===== src/rtl/dma_ctrl_if.sv =====
// dma_ctrl_if: command, DRAM and SRAM signals around the DMA engine.
// master is the engine's view; slave is the view of whatever surrounds it.
interface dma_ctrl_if #(
    parameter int DRAM_AW = 32,
    parameter int SRAM_AW = 14
);
    logic [1:0]         dmaCmd;
    logic [31:0]        dmaSrcAddress;
    logic [31:0]        dmaDstAddress;
    logic [9:0]         dmaWidth;
    logic               dmaBusy;
    logic               dmaDone;
    logic               dramReq;
    logic               dramWe;
    logic [DRAM_AW-1:0] dramAddr;
    logic [31:0]        dramWriteData;
    logic               dramReady;
    logic [31:0]        dramReadData;
    logic [SRAM_AW-1:0] sramAddress;
    logic               sramWriteEnable;
    logic [31:0]        sramWriteData;
    logic [31:0]        sramReadData;

    modport master (
        input  dmaCmd, dmaSrcAddress, dmaDstAddress, dmaWidth, dramReady, dramReadData, sramReadData,
        output dmaBusy, dmaDone, dramReq, dramWe, dramAddr, dramWriteData,
               sramAddress, sramWriteEnable, sramWriteData
    );

    modport slave (
        output dmaCmd, dmaSrcAddress, dmaDstAddress, dmaWidth, dramReady, dramReadData, sramReadData,
        input  dmaBusy, dmaDone, dramReq, dramWe, dramAddr, dramWriteData,
               sramAddress, sramWriteEnable, sramWriteData
    );
endinterface


===== src/rtl/dma_ctrl.sv =====
// dma_ctrl: word-granular DMA between DRAM and the scratchpad, one DRAM transaction
// in flight; memory-side outputs are registered alongside the state.
module dma_ctrl #(
    parameter int DRAM_AW = 32,
    parameter int SRAM_AW = 14
) (
    input  logic       clk,
    input  logic       reset,
    dma_ctrl_if.master bus
);
    typedef enum logic [2:0] {IDLE, D2S_REQ, D2S_WR, S2D_RD, S2D_WAIT, S2D_REQ, DONE} state_t;

    state_t             r_state;
    logic [31:0]        r_src;
    logic [31:0]        r_dst;
    logic [9:0]         r_remain;
    logic               r_done;
    logic               r_dram_req;
    logic               r_dram_we;
    logic [DRAM_AW-1:0] r_dram_addr;
    logic [31:0]        r_dram_wdata;
    logic [SRAM_AW-1:0] r_sram_addr;
    logic               r_sram_we;
    logic [31:0]        r_sram_wdata;
    logic               w_go;
    logic               w_last;
    logic [31:0]        w_src_nx;
    logic [31:0]        w_dst_nx;

    assign w_go     = ^bus.dmaCmd;
    assign w_last   = r_remain == 10'd1;
    assign w_src_nx = r_src + 32'd4;
    assign w_dst_nx = r_dst + 32'd4;

    // Combinational so the issuing instruction stalls in the cycle it presents the command.
    assign bus.dmaBusy         = reset && (r_state == IDLE ? w_go : r_state != DONE);
    assign bus.dmaDone         = r_done;
    assign bus.dramReq         = r_dram_req;
    assign bus.dramWe          = r_dram_we;
    assign bus.dramAddr        = r_dram_addr;
    assign bus.dramWriteData   = r_dram_wdata;
    assign bus.sramAddress     = r_sram_addr;
    assign bus.sramWriteEnable = r_sram_we;
    assign bus.sramWriteData   = r_sram_wdata;

    // The write-data registers double as the single word buffer between the two memories.
    always_ff @(posedge clk or negedge reset) begin
        if (!reset) begin
            r_state      <= IDLE;
            r_src        <= '0;
            r_dst        <= '0;
            r_remain     <= '0;
            r_done       <= 1'b0;
            r_dram_req   <= 1'b0;
            r_dram_we    <= 1'b0;
            r_dram_addr  <= '0;
            r_dram_wdata <= '0;
            r_sram_addr  <= '0;
            r_sram_we    <= 1'b0;
            r_sram_wdata <= '0;
        end else begin
            case (r_state)
                IDLE: if (w_go) begin
                    r_src    <= bus.dmaSrcAddress;
                    r_dst    <= bus.dmaDstAddress;
                    r_remain <= bus.dmaWidth;
                    if (bus.dmaWidth == 10'd0) begin
                        r_state <= DONE;
                        r_done  <= 1'b1;
                    end else if (bus.dmaCmd == 2'b01) begin
                        r_state     <= D2S_REQ;
                        r_dram_req  <= 1'b1;
                        r_dram_we   <= 1'b0;
                        r_dram_addr <= bus.dmaSrcAddress[DRAM_AW-1:0];
                    end else begin
                        r_state     <= S2D_RD;
                        r_sram_addr <= bus.dmaSrcAddress[SRAM_AW+1:2];
                    end
                end
                D2S_REQ: if (bus.dramReady) begin
                    r_state      <= D2S_WR;
                    r_dram_req   <= 1'b0;
                    r_sram_we    <= 1'b1;
                    r_sram_addr  <= r_dst[SRAM_AW+1:2];
                    r_sram_wdata <= bus.dramReadData;
                end
                D2S_WR: begin
                    r_sram_we <= 1'b0;
                    r_src     <= w_src_nx;
                    r_dst     <= w_dst_nx;
                    r_remain  <= r_remain - 10'd1;
                    if (w_last) begin
                        r_state <= DONE;
                        r_done  <= 1'b1;
                    end else begin
                        r_state     <= D2S_REQ;
                        r_dram_req  <= 1'b1;
                        r_dram_addr <= w_src_nx[DRAM_AW-1:0];
                    end
                end
                S2D_RD: r_state <= S2D_WAIT;
                S2D_WAIT: begin
                    r_state      <= S2D_REQ;
                    r_dram_req   <= 1'b1;
                    r_dram_we    <= 1'b1;
                    r_dram_addr  <= r_dst[DRAM_AW-1:0];
                    r_dram_wdata <= bus.sramReadData;
                end
                S2D_REQ: if (bus.dramReady) begin
                    r_dram_req <= 1'b0;
                    r_dram_we  <= 1'b0;
                    r_src      <= w_src_nx;
                    r_dst      <= w_dst_nx;
                    r_remain   <= r_remain - 10'd1;
                    if (w_last) begin
                        r_state <= DONE;
                        r_done  <= 1'b1;
                    end else begin
                        r_state     <= S2D_RD;
                        r_sram_addr <= w_src_nx[SRAM_AW+1:2];
                    end
                end
                DONE: begin
                    r_state <= IDLE;
                    r_done  <= 1'b0;
                end
                default: r_state <= IDLE;
            endcase
        end
    end
endmodule


===== src/flat_wrapper.sv =====
// flat-port wrapper written by rule: the top's interface ports become plain ports
module dma_ctrl_flat 
#(
    parameter int DRAM_AW = 32,
    parameter int SRAM_AW = 14
)
  (clk, reset, bus_dmaCmd, bus_dmaSrcAddress, bus_dmaDstAddress, bus_dmaWidth, bus_dramReady, bus_dramReadData, bus_sramReadData, bus_dmaBusy, bus_dmaDone, bus_dramReq, bus_dramWe, bus_dramAddr, bus_dramWriteData, bus_sramAddress, bus_sramWriteEnable, bus_sramWriteData);
  dma_ctrl_if #(.DRAM_AW(DRAM_AW), .SRAM_AW(SRAM_AW)) bus_i ();
  input  logic clk;
  input  logic reset;
  input wire logic [$bits(bus_i.dmaCmd)-1:0] bus_dmaCmd;
  input wire logic [$bits(bus_i.dmaSrcAddress)-1:0] bus_dmaSrcAddress;
  input wire logic [$bits(bus_i.dmaDstAddress)-1:0] bus_dmaDstAddress;
  input wire logic [$bits(bus_i.dmaWidth)-1:0] bus_dmaWidth;
  input wire logic [$bits(bus_i.dramReady)-1:0] bus_dramReady;
  input wire logic [$bits(bus_i.dramReadData)-1:0] bus_dramReadData;
  input wire logic [$bits(bus_i.sramReadData)-1:0] bus_sramReadData;
  output wire logic [$bits(bus_i.dmaBusy)-1:0] bus_dmaBusy;
  output wire logic [$bits(bus_i.dmaDone)-1:0] bus_dmaDone;
  output wire logic [$bits(bus_i.dramReq)-1:0] bus_dramReq;
  output wire logic [$bits(bus_i.dramWe)-1:0] bus_dramWe;
  output wire logic [$bits(bus_i.dramAddr)-1:0] bus_dramAddr;
  output wire logic [$bits(bus_i.dramWriteData)-1:0] bus_dramWriteData;
  output wire logic [$bits(bus_i.sramAddress)-1:0] bus_sramAddress;
  output wire logic [$bits(bus_i.sramWriteEnable)-1:0] bus_sramWriteEnable;
  output wire logic [$bits(bus_i.sramWriteData)-1:0] bus_sramWriteData;
  assign bus_i.dmaCmd = bus_dmaCmd;
  assign bus_i.dmaSrcAddress = bus_dmaSrcAddress;
  assign bus_i.dmaDstAddress = bus_dmaDstAddress;
  assign bus_i.dmaWidth = bus_dmaWidth;
  assign bus_i.dramReady = bus_dramReady;
  assign bus_i.dramReadData = bus_dramReadData;
  assign bus_i.sramReadData = bus_sramReadData;
  assign bus_dmaBusy = bus_i.dmaBusy;
  assign bus_dmaDone = bus_i.dmaDone;
  assign bus_dramReq = bus_i.dramReq;
  assign bus_dramWe = bus_i.dramWe;
  assign bus_dramAddr = bus_i.dramAddr;
  assign bus_dramWriteData = bus_i.dramWriteData;
  assign bus_sramAddress = bus_i.sramAddress;
  assign bus_sramWriteEnable = bus_i.sramWriteEnable;
  assign bus_sramWriteData = bus_i.sramWriteData;
  dma_ctrl #(.DRAM_AW(DRAM_AW), .SRAM_AW(SRAM_AW)) u_core (.clk(clk), .reset(reset), .bus(bus_i));
endmodule

===== config.mk =====
export PLATFORM = sky130hd
export DESIGN_NAME = dma_ctrl_flat
export DESIGN_NICKNAME = d
export VERILOG_FILES = /design/src/rtl/dma_ctrl_if.sv /design/src/rtl/dma_ctrl.sv /design/src/flat_wrapper.sv
export SDC_FILE = /design/constraint.sdc
export NUM_CORES = 1
export LEC_CHECK = 0
export BUFFER_PORTS_ARGS = -buffer_cell sky130_fd_sc_hd__clkbuf_2
export CORE_ASPECT_RATIO = 0.8
export CORE_MARGIN = 4
export CORE_UTILIZATION = 58
export DETAILED_ROUTE_END_ITERATION = 16
export PLACE_DENSITY = 0.89
export SYNTH_ARGS = -nofsm -noshare
export SYNTH_HDL_FRONTEND = slang
export SYNTH_SLANG_ARGS = --single-unit

===== constraint.sdc =====
create_clock -name clk -period 5.3 [get_ports clk]
set_input_delay 0.53 -clock clk [delete_from_list [all_inputs] [get_ports clk]]
set_output_delay 0.53 -clock clk [all_outputs]
set_load 0.005 [all_outputs]

### Yosys cells after proc, flatten, opt, wreduce, memory -nomap -nowiden

Cells that the tools add are included.

* bits of input ports: 143
* output and inout bits: 115
* flip-flop bits (word level): 191

* equal/unequal tests: 19
* $add $sub $neg: 3
* reduce and logical (&&, ||, !) cells: 21
* muxes and demuxes: 47

Operator list (number)
* one-hot mux 32 bit (3 select lines): 3
* 2-to-1 mux 32 bit: 8
* 2-to-1 mux 14 bit: 6
* adder 32 x 3 -> 32 bit (second input constant): 2
* one-hot mux 14 bit (3 select lines): 1
* one-hot mux 10 bit (3 select lines): 1
* 2-to-1 mux 10 bit: 2
* 2-to-1 mux 3 bit: 6
* one-hot mux 3 bit (6 select lines): 1
* != test 2 bit (second input constant): 8
* 2-to-1 mux 1 bit: 14
* nonzero test 3 bit: 4
* == test 10 x 1 -> 1 bit (second input constant): 1
* logical NOT 10 bit: 1
* AND reduction 5 bit: 2
* subtractor 10 x 1 -> 10 bit (second input constant): 1
* == test 3 bit (second input constant): 3
* one-hot mux 1 bit (4 select lines): 2
* nonzero test 4 bit: 2
* AND reduction 7 bit: 1
* == test 3 x 2 -> 1 bit (second input constant): 2
* AND reduction 3 bit: 2
* AND reduction 6 bit: 1
* != test 2 x 1 -> 1 bit (second input constant): 2
* other kinds (13): 14

### Longest topological paths before layout

Gate-level depths: netlist of run 1.

* depth in word-level cells: 5
* gate-level depth with buffers: 9

### Least setup slack after synthesis of run 1

No wires, ideal clock.

* path kind: input -> register
* start point: input bus_dmaCmd[1]
* end point: register u_core.r_sram_addr[8] (netlist: u_core.bus.sramAddress[8])
* library setup time: 0.069 ns
* arrival time: 2.288 ns
* path slack: 2.943 ns
* path buffers: 1
* cell stages on the path: 8
* cells stage by stage: inv_1 -> ha_1 -> or4_1 -> a21o_1 -> a311o_2 -> buf_6 -> a211o_1 -> nand3_1

* word-level cells in the longest chain between the ends: 3
* elaborated cells on any way between the ends: 5

RTL lines
* start: declaration: line flat_wrapper.sv:11 `input wire logic [$bits(bus_i.dmaCmd)-1:0] bus_dmaCmd;`
* == test 2 x 1 -> 1 bit / parity 2 bit (equally long branches): line dma_ctrl.sv:70, dma_ctrl.sv:30
* != test 2 bit (no source line) / != test 2 x 1 -> 1 bit (equally long branches)
* AND reduction 7 bit (no source line) (*)
* end signal: assignment: line dma_ctrl.sv:77 `r_sram_addr <= bus.dmaSrcAddress[SRAM_AW+1:2];`
* end signal: assignment: line dma_ctrl.sv:84 `r_sram_addr <= r_dst[SRAM_AW+1:2];`
* end signal: assignment: line dma_ctrl.sv:120 `r_sram_addr <= w_src_nx[SRAM_AW+1:2];`
* end: declaration: line dma_ctrl.sv:22 `logic [SRAM_AW-1:0] r_sram_addr;`

Every way passes the cells marked *; elsewhere a longest branch is shown, timed or not.
A chain may end at the register's enable or synchronous reset.

### Worst setup path after layout of run 1

* start point: register u_core.r_state[1]
* end point: register u_core.r_dst[12]

* word-level cells in the longest chain between the ends: 3
* elaborated cells on any way between the ends: 8

RTL lines
* start: declaration: line dma_ctrl.sv:13 `state_t r_state;`
* start signal: assignment: line dma_ctrl.sv:49 `r_state <= IDLE;`
* start signal: assignment: line dma_ctrl.sv:68 `r_state <= DONE;`
* start signal: assignment: line dma_ctrl.sv:71 `r_state <= D2S_REQ;`
* == test 3 bit, or another cell as far along: line dma_ctrl.sv:62 `case (r_state)`
* != test 2 bit (no source line), or another cell as far along
* AND reduction 3 bit (no source line)
* end signal: assignment: line dma_ctrl.sv:65 `r_dst <= bus.dmaDstAddress;`
* end signal: assignment: line dma_ctrl.sv:90 `r_dst <= w_dst_nx;`
* end signal: assignment: line dma_ctrl.sv:113 `r_dst <= w_dst_nx;`
* end: declaration: line dma_ctrl.sv:15 `logic [31:0] r_dst;`

Several ways; a longest one is shown, not always the timed one.

==> impl_metrics.py, run 1 <==
metrics = {
    "global_routing": {
        "gr-usage-all-layers": 0.318,
        "grt_pass1_vias": 9768,
        "antenna_found_initial": 0,
        "grt_max_degree": 114,
        "grt-ovfl-total": 0,
        "grt_pass1_wl_mm": 50.7,
    },
    "logic_synthesis": {
        "synth_mux_area_frac": 0.0768,
        "ys_seq_area_frac": 0.464,
        "synth_compound_area_frac": 0.241,
        "synth.distinct_cells": 65,
        "syn_inst": 1094,
        "syn_area_um2": 10300,
        "synthFlopType": "dfrtp_1",
        "synth-edff-count": 0,
        "synth_top_area_share": 0.464,
        "yosys-top-cells-count": "191 x dfrtp_1, 99 x nor2_1, 92 x nand2_1, 88 x a21oi_1, 66 x o21ai_0",
        "syn_avg_cell_area_um2": 9.42,
        "synth_fa_ha_area_frac": 0.00607,
        "syn_nets": 1242,
        "synth_simple_gate_area_frac": 0.160,
        "synth_top_family_by_area": "compound AO/OA/AOI/OAI gates",
        "yosysTopAreaCell": "dfrtp_1",
        "synth_warnings": 0,
        "ys_async_sr_fraction": 1.00,
        "yosysMostFrequentCell": "dfrtp_1",
        "synth_area_leaders": "dfrtp_1 46%, mux2_2 7.1%, a21oi_1 4.3%, nor2_1 3.6%, nand2_1 3.3%",
        "synth_seq_cells": 191,
        "synth_xor_area_frac": 0.0102,
    },
    "worst_setup_path": {
        "setup.worst_path.class": "register to register",
        "worstPathRequired_ns": 5.63,
        "endpoint_kind": "register",
        "path_delay_family": "compound AO/OA/AOI/OAI gates",
        "cp_slowest_cell": "dfrtp_1",
        "crit_buf_inv": 2,
        "path_cells": "nor3b_2 -> buf_4 -> a21o_4 -> buf_4 -> nand2_1 -> o22a_1 -> o22a_1",
        "crit_arrival_ns": 3.66,
        "start_kind": "register",
        "cp_max_fo": 66,
        "cp_slowest_stage_delay_ns": 0.82,
    },
    "floorplan": {
        "initial_core_util": 0.593,
        "coreArea_um2": 17400,
        "io_pins": 258,
        "die_height_um": 127,
        "die_w_um": 157,
        "dieArea_um2": 20000,
        "fp-row-count": 43,
    },
    "timing": {
        "fin_skew_ns": 0.0109,
        "hold_viol_final": 0,
        "hold_ws_ns": 0.108,
        "period_needed_ns": 3.33,
        "setup_slack_ns": 1.97,
        "fin_setup_tns_ns": 0,
        "worstMarginPinSlew_ns": 0.944,
        "report.final.slew_viol_count": 0,
        "rsz0062_at_grt": "false",
        "fin_crit_sh": 0.629,
        "maxSlewHeadroom": 0.368,
        "setup_viol": 0,
        "max_freq_ghz": 0.300,
    },
    "placed_design": {
        "dp.cells": 1499,
        "dp_hpwl_mm": 23.1,
        "pre_cts_ws_ns": 2.16,
        "port_buffers": 257,
        "place_congestion": 0.958,
    },
    "layout": {
        "insertedDiodeCount": 0,
        "final_cell_count_no_fill": 1531,
        "syn_to_final_growth_pct": 19.0,
        "fillers": 1299,
        "drive_above_1_share": 0.296,
        "fin_nets": 1441,
    },
    "route": {
        "drc": 0,
        "drtPass1Iterations": 6,
        "num_vias": 10144,
        "drt_iter0_drc": 1387,
        "vias_per_cell": 6.63,
        "wl_per_cell_um": 21.0,
        "drtAntennaViolNets": 0,
        "drt_wl_total_mm": 32.1,
    },
    "clocking": {
        "cts_root_buf": "clkbuf_16",
        "insertion_delay_ns": 0.44,
        "cts-resized-gates": 0,
        "numCtsBuffers": 17,
        "clkTransAtPathRegs_ns": 0.08,
        "clock_path_buffers": 2,
        "post_cts_buffers": 0,
        "postCtsHoldBufs": 0,
        "cts.sinks": 191,
        "htree_levels": 4,
        "cts_tree": "yes",
    },
    "pwr": {
        "vdd_drop_max_uv": 414,
        "total_power_uw": 8320,
        "power.density_nw_per_um2": 678,
        "p_leak_uw": 0.00526,
    },
    "flow_run": {
        "maxCapViolCount": 0,
    },
    "status": {
        "status": "finished, final reports clean",
    },
    "hold_path": {
        "worstHoldPathType": "input port to async pin",
    },
}
## worst paths after layout
check | to | slack (ns) | startpoint | cells after the start
max in group asynchronous | u_core.bus.sramWriteData[17] | 4.07 | reset | 2
hold / removal | u_core.bus.sramWriteData[7] | 0.11 | reset | 1
setup / recovery | u_core.r_dst[12] | 1.97 | u_core.r_state[1] | 7
setup reg to reg | u_core.r_dst[12] | 1.97 | u_core.r_state[1] | 7
hold reg to reg | u_core.bus.dramReq | 0.49 | u_core.bus.dramReq | 1
min in group clk | u_core.r_dst[0] | 0.29 | bus_dmaDstAddress[0] | 3
## routing by layer
| metal | global-route usage | share of wire | up-vias |
|---|---|---|---|
| met1 | 0.430 | 0.38 | 4813 |
| li1 | - | - | 4503 |
| met3 | 0.0965 | 0.13 | 106 |
| met2 | 0.492 | 0.45 | 722 |
| met5 | 0 | 0 | - |
| met4 | 0.111 | 0.032 | 0 |
## flip-flops by register name, summed over array words and instances, names as in the netlist
signal and flops:
u_core.bus.dramWriteData 32, u_core.bus.sramAddress 14, u_core.bus.dmaDone 1, u_core.bus.dramAddr 32
u_core.r_dst 32, u_core.r_src 32, u_core.bus.sramWriteData 32, u_core.r_state 3
u_core.bus.dramWe 1, u_core.bus.sramWriteEnable 1, u_core.r_remain 10, u_core.bus.dramReq 1
## layout by cell type (no fill, tap or decap), types with 5 or more instances in the layout
| master | instances |
|---|---|
| or4_1 | 11 |
| or3_1 | 6 |
| and3_1 | 9 |
| a22oi_1 | 40 |
| inv_6 | 6 |
| nand2b_1 | 5 |
| clkbuf_16 | 17 |
| o22a_1 | 19 |
| mux2_2 | 65 |
| o211ai_1 | 15 |
| nor2_1 | 98 |
| nand2_1 | 92 |
| a21o_1 | 10 |
| a31oi_1 | 32 |
| and4_1 | 7 |
| inv_1 | 13 |
| nand4_1 | 18 |
| a22o_1 | 5 |
| dfrtp_1 | 191 |
| nor3_1 | 15 |
| o31a_1 | 7 |
| a21oi_1 | 87 |
| ha_1 | 5 |
| nor4_1 | 17 |
| nand3_1 | 42 |
| xor2_1 | 8 |
| o21a_1 | 17 |
| buf_4 | 13 |
| clkbuf_2 | 256 |
| o21ai_0 | 66 |
| o22ai_1 | 17 |
| mux2i_1 | 6 |
## metrics by stage
step           cell area, µm²   util
4_1_cts                 12300  0.706
5_1_grt                 12300  0.706
6_report                12300  0.706
3_5_place_dp            11700  0.672
3_3_place_gp            11700  0.672
2_1_floorplan           10300      -
## cells by family (layout without fill, tap and decap cells)
| kind of cell | count (synthesis) | in the layout |
|---|---|---|
| multiplexers | 71 | 71 |
| flip-flops | 191 | 191 |
| AND/OR/NAND/NOR | 337 | 337 |
| XOR/XNOR | 12 | 12 |
| AO/OA/AOI/OAI | 374 | 374 |
| buffers and inverters | 104 | 316 |
| adder cells (fa/ha/maj) | 5 | 5 |
## final cells by class
cell class	instances	area, µm²	area share
clock inverters	15	174	0.0142
clock buffers	17	425	0.0347
repair buffers	271	1410	0.115
inverters	13	48.8	0.00398
flip-flops and latches	191	4780	0.390
well taps	225	282	0.0229
multi-input cells	799	5150	0.420
## power breakdown
group	switching [µW]	internal, µW
registers	832	2210
clock network	614	712
logic	2300	1660
## worst reg2reg max path: stages, from the launching register on
cell and delay (ns):
dfrtp_1 0.82, nor3b_2 0.29, buf_4 0.33, a21o_4 0.55, buf_4 0.61, nand2_1 0.22
o22a_1 0.22, o22a_1 0.20
(Power assumes the default switching activity.)
==> run 2, diff against run 1 <==
Settings changed: ABC_AREA set to 1, CORE_UTILIZATION 58 to 54, PLACE_DENSITY 0.89 to 0.84.
Clock period 5.3 ns to 3.15 ns, I/O delays scaled along.
==> impl_metrics.py, run 2 <==
metrics = {
    "clocking": {
        "cts_root_buf": "clkbuf_16",
        "post_cts_buffers": 0,
        "cts.sinks": 191,
        "cts_tree": "yes",
        "insertion_delay_ns": 0.45,
        "htree_levels": 4,
        "cts-resized-gates": 0,
        "clock_path_buffers": 2,
        "numCtsBuffers": 17,
        "postCtsHoldBufs": 1,
        "clkTransAtPathRegs_ns": 0.08,
    },
    "logic_synthesis": {
        "synth_top_area_share": 0.453,
        "ys_seq_area_frac": 0.453,
        "yosys-top-cells-count": "557 x nand2_1, 195 x nor2_1, 191 x dfrtp_1, 86 x inv_1, 64 x nand3_1",
        "synth.distinct_cells": 38,
        "ys_async_sr_fraction": 1.00,
        "synth-edff-count": 0,
        "syn_nets": 1588,
        "syn_inst": 1440,
        "synth_simple_gate_area_frac": 0.332,
        "syn_area_um2": 10600,
        "synthFlopType": "dfrtp_1",
        "synth_seq_cells": 191,
        "yosysMostFrequentCell": "nand2_1",
        "synth_fa_ha_area_frac": 0.00593,
        "yosysTopAreaCell": "dfrtp_1",
        "synth_warnings": 0,
        "synth_area_leaders": "dfrtp_1 45%, nand2_1 20%, nor2_1 6.9%, mux2_2 3.4%, inv_1 3.1%",
        "synth_top_family_by_area": "simple AND/OR/NAND/NOR gates",
        "synth_xor_area_frac": 0.0158,
        "synth_mux_area_frac": 0.0341,
        "syn_avg_cell_area_um2": 7.33,
        "synth_compound_area_frac": 0.0985,
    },
    "layout": {
        "fillers": 1681,
        "syn_to_final_growth_pct": 20.3,
        "final_common_cell": "nand2_1",
        "final_cell_count_no_fill": 1955,
        "drive_above_1_share": 0.219,
        "post-route-util": 0.665,
        "layout_common_cells": "557 x nand2_1, 256 x clkbuf_2, 195 x nor2_1, 191 x dfrtp_1, 86 x inv_1",
        "fin_nets": 1831,
    },
    "worst_setup_path": {
        "crit_top_cell": "nand2_2",
        "path_delay_family": "simple AND/OR/NAND/NOR gates",
        "setup.worst_path.class": "register to register",
        "r2r_start": "u_core.r_state[1]",
        "crit_buf_inv": 2,
        "rr_worst_depth": 9,
        "path_cells": "nor2_2 -> nand2_2 -> nand2_2 -> inv_2 -> nand2_2 -> inv_2 -> nor2_4 -> nor2_1 -> a21oi_1",
        "crit_arrival_ns": 2.78,
        "cp_slowest_cell": "nor2_4",
        "reg2reg_slack_ns": 0.73,
        "endpoint_kind": "register",
        "worstPathRequired_ns": 3.52,
        "start_kind": "register",
        "cp_max_fo": 23,
        "r2r_end": "u_core.bus.dramAddr[29]",
        "cp_slowest_stage_delay_ns": 0.54,
    },
    "timing": {
        "fin_crit_sh": 0.768,
        "maxSlewHeadroom": 0.547,
        "fin_setup_tns_ns": 0,
        "hold_viol_final": 0,
        "worstMarginPinSlew_ns": 0.677,
        "setup_viol": 0,
        "hold_ws_ns": 0.0574,
        "rsz0062_at_grt": "false",
        "max_freq_ghz": 0.414,
        "period_needed_ns": 2.42,
        "report.final.slew_viol_count": 0,
        "fin_skew_ns": 0.0118,
    },
    "pwr": {
        "p_leak_uw": 0.00640,
        "vdd_drop_max_uv": 894,
        "power.density_nw_per_um2": 1170,
    },
    "floorplan": {
        "die_w_um": 164,
        "dieArea_um2": 21900,
        "fp-row-count": 45,
        "initial_core_util": 0.553,
        "coreArea_um2": 19100,
        "die_height_um": 133,
        "io_pins": 258,
    },
    "hold_path": {
        "min_from": "bus_sramReadData[18]",
        "hold_end": "u_core.bus.dramWriteData[18]",
        "worstHoldPathCells": 3,
        "worstHoldPathType": "input port to register",
    },
    "status": {
        "status": "finished, final reports clean",
    },
    "global_routing": {
        "grt-ovfl-total": 0,
        "gr-usage-all-layers": 0.304,
        "antenna_found_initial": 1,
        "grt_pass1_vias": 10004,
        "grt_max_degree": 92,
        "grt_pass1_wl_mm": 52.5,
    },
    "placed_design": {
        "dp_hpwl_mm": 25.4,
        "dp.cells": 1921,
        "place_congestion": 0.991,
        "port_buffers": 257,
    },
    "route": {
        "drtPass1Iterations": 6,
        "drt_wl_total_mm": 33.5,
        "drt_iter0_drc": 1173,
        "num_vias": 10677,
        "wl_per_cell_um": 17.1,
        "drc": 0,
        "drtAntennaViolNets": 0,
        "vias_per_cell": 5.46,
    },
    "flow_run": {
        "maxCapViolCount": 0,
    },
}
run 2: changes by cell type in the layout (fill, tap and decap cells not counted), moves of 19 or more:
| cell | delta |
|---|---|
| o22a_1 | -19 |
| nor2_1 | +97 |
| nand3_1 | +22 |
| mux2_2 | -33 |
| a31oi_1 | -32 |
| a21oi_1 | -47 |
| nand2_1 | +465 |
| a22oi_1 | -31 |
| inv_1 | +73 |
run 2: area by class of cell:
class                      count  area (µm²)  share of cell area
clock buffer                  17         425              0.0335
timing repair buffer         276        1470               0.115
sequential                   191        4780               0.376
multi-input combinational   1100        5140               0.405
clock inverter                15         194              0.0153
antenna                        1        2.50            0.000197
tap                          258         323              0.0254
inverter                      97         367              0.0289
run 2: metrics by stage:
step | instance area, µm² | power, µW | setup WS [ns]
6_report | 12700 | 14800 | 0.732
4_1_cts | 12700 | 14700 | 0.770
3_3_place_gp | 12100 | 12200 | 0.928
2_1_floorplan | 10600 | 9860 | 1.44
3_5_place_dp | 12100 | 12500 | 0.769
5_1_grt | 12700 | 16000 | 0.531
run 2: worst min-delay path, stage by stage:
cell      delay [ns]
clkbuf_2        0.07
nand2_1         0.04
nand2_1         0.04
run 2: where the power goes:
part           leakage [µW]  internal (µW)  switching (µW)
logic               0.00381           2750            5000
registers           0.00230           3780            1070
clock network      0.000297           1080            1140
total               0.00640           7610            7210
run 2: per-layer routing:
metal,track usage,wire length (µm),vias up,part of all wire
met1,0.443,14000,4962,0.42
met2,0.454,15100,552,0.45
met5,0,0,-,0
met4,0.0801,621,0,0.019
met3,0.0779,3750,57,0.11
li1,-,-,5106,-
run 2: cell families after synthesis:
logic type | Yosys count
AOI/OAI and AO/OA | 177
xor gates and xnor gates | 19
adders and majority gates | 5
buffers and inverters | 149
DFF | 191
muxes | 32
and+or+nand+nor | 867
run 2: how the worst max path moves through the flow:
stage	from	endpoint	slack, ns	cells past startpoint
after global placement	u_core.r_state[1]	u_core.r_dst[3]	0.93	7
after global routing	u_core.r_state[1]	u_core.bus.dramAddr[29]	0.53	9
after detailed placement	u_core.r_state[1]	u_core.bus.dramAddr[29]	0.77	9
final	u_core.r_state[1]	u_core.bus.dramAddr[29]	0.73	9
after CTS	u_core.r_state[1]	u_core.bus.dramAddr[29]	0.77	9
after floorplan	u_core.r_src[2]	u_core.bus.dramAddr[22]	1.44	7
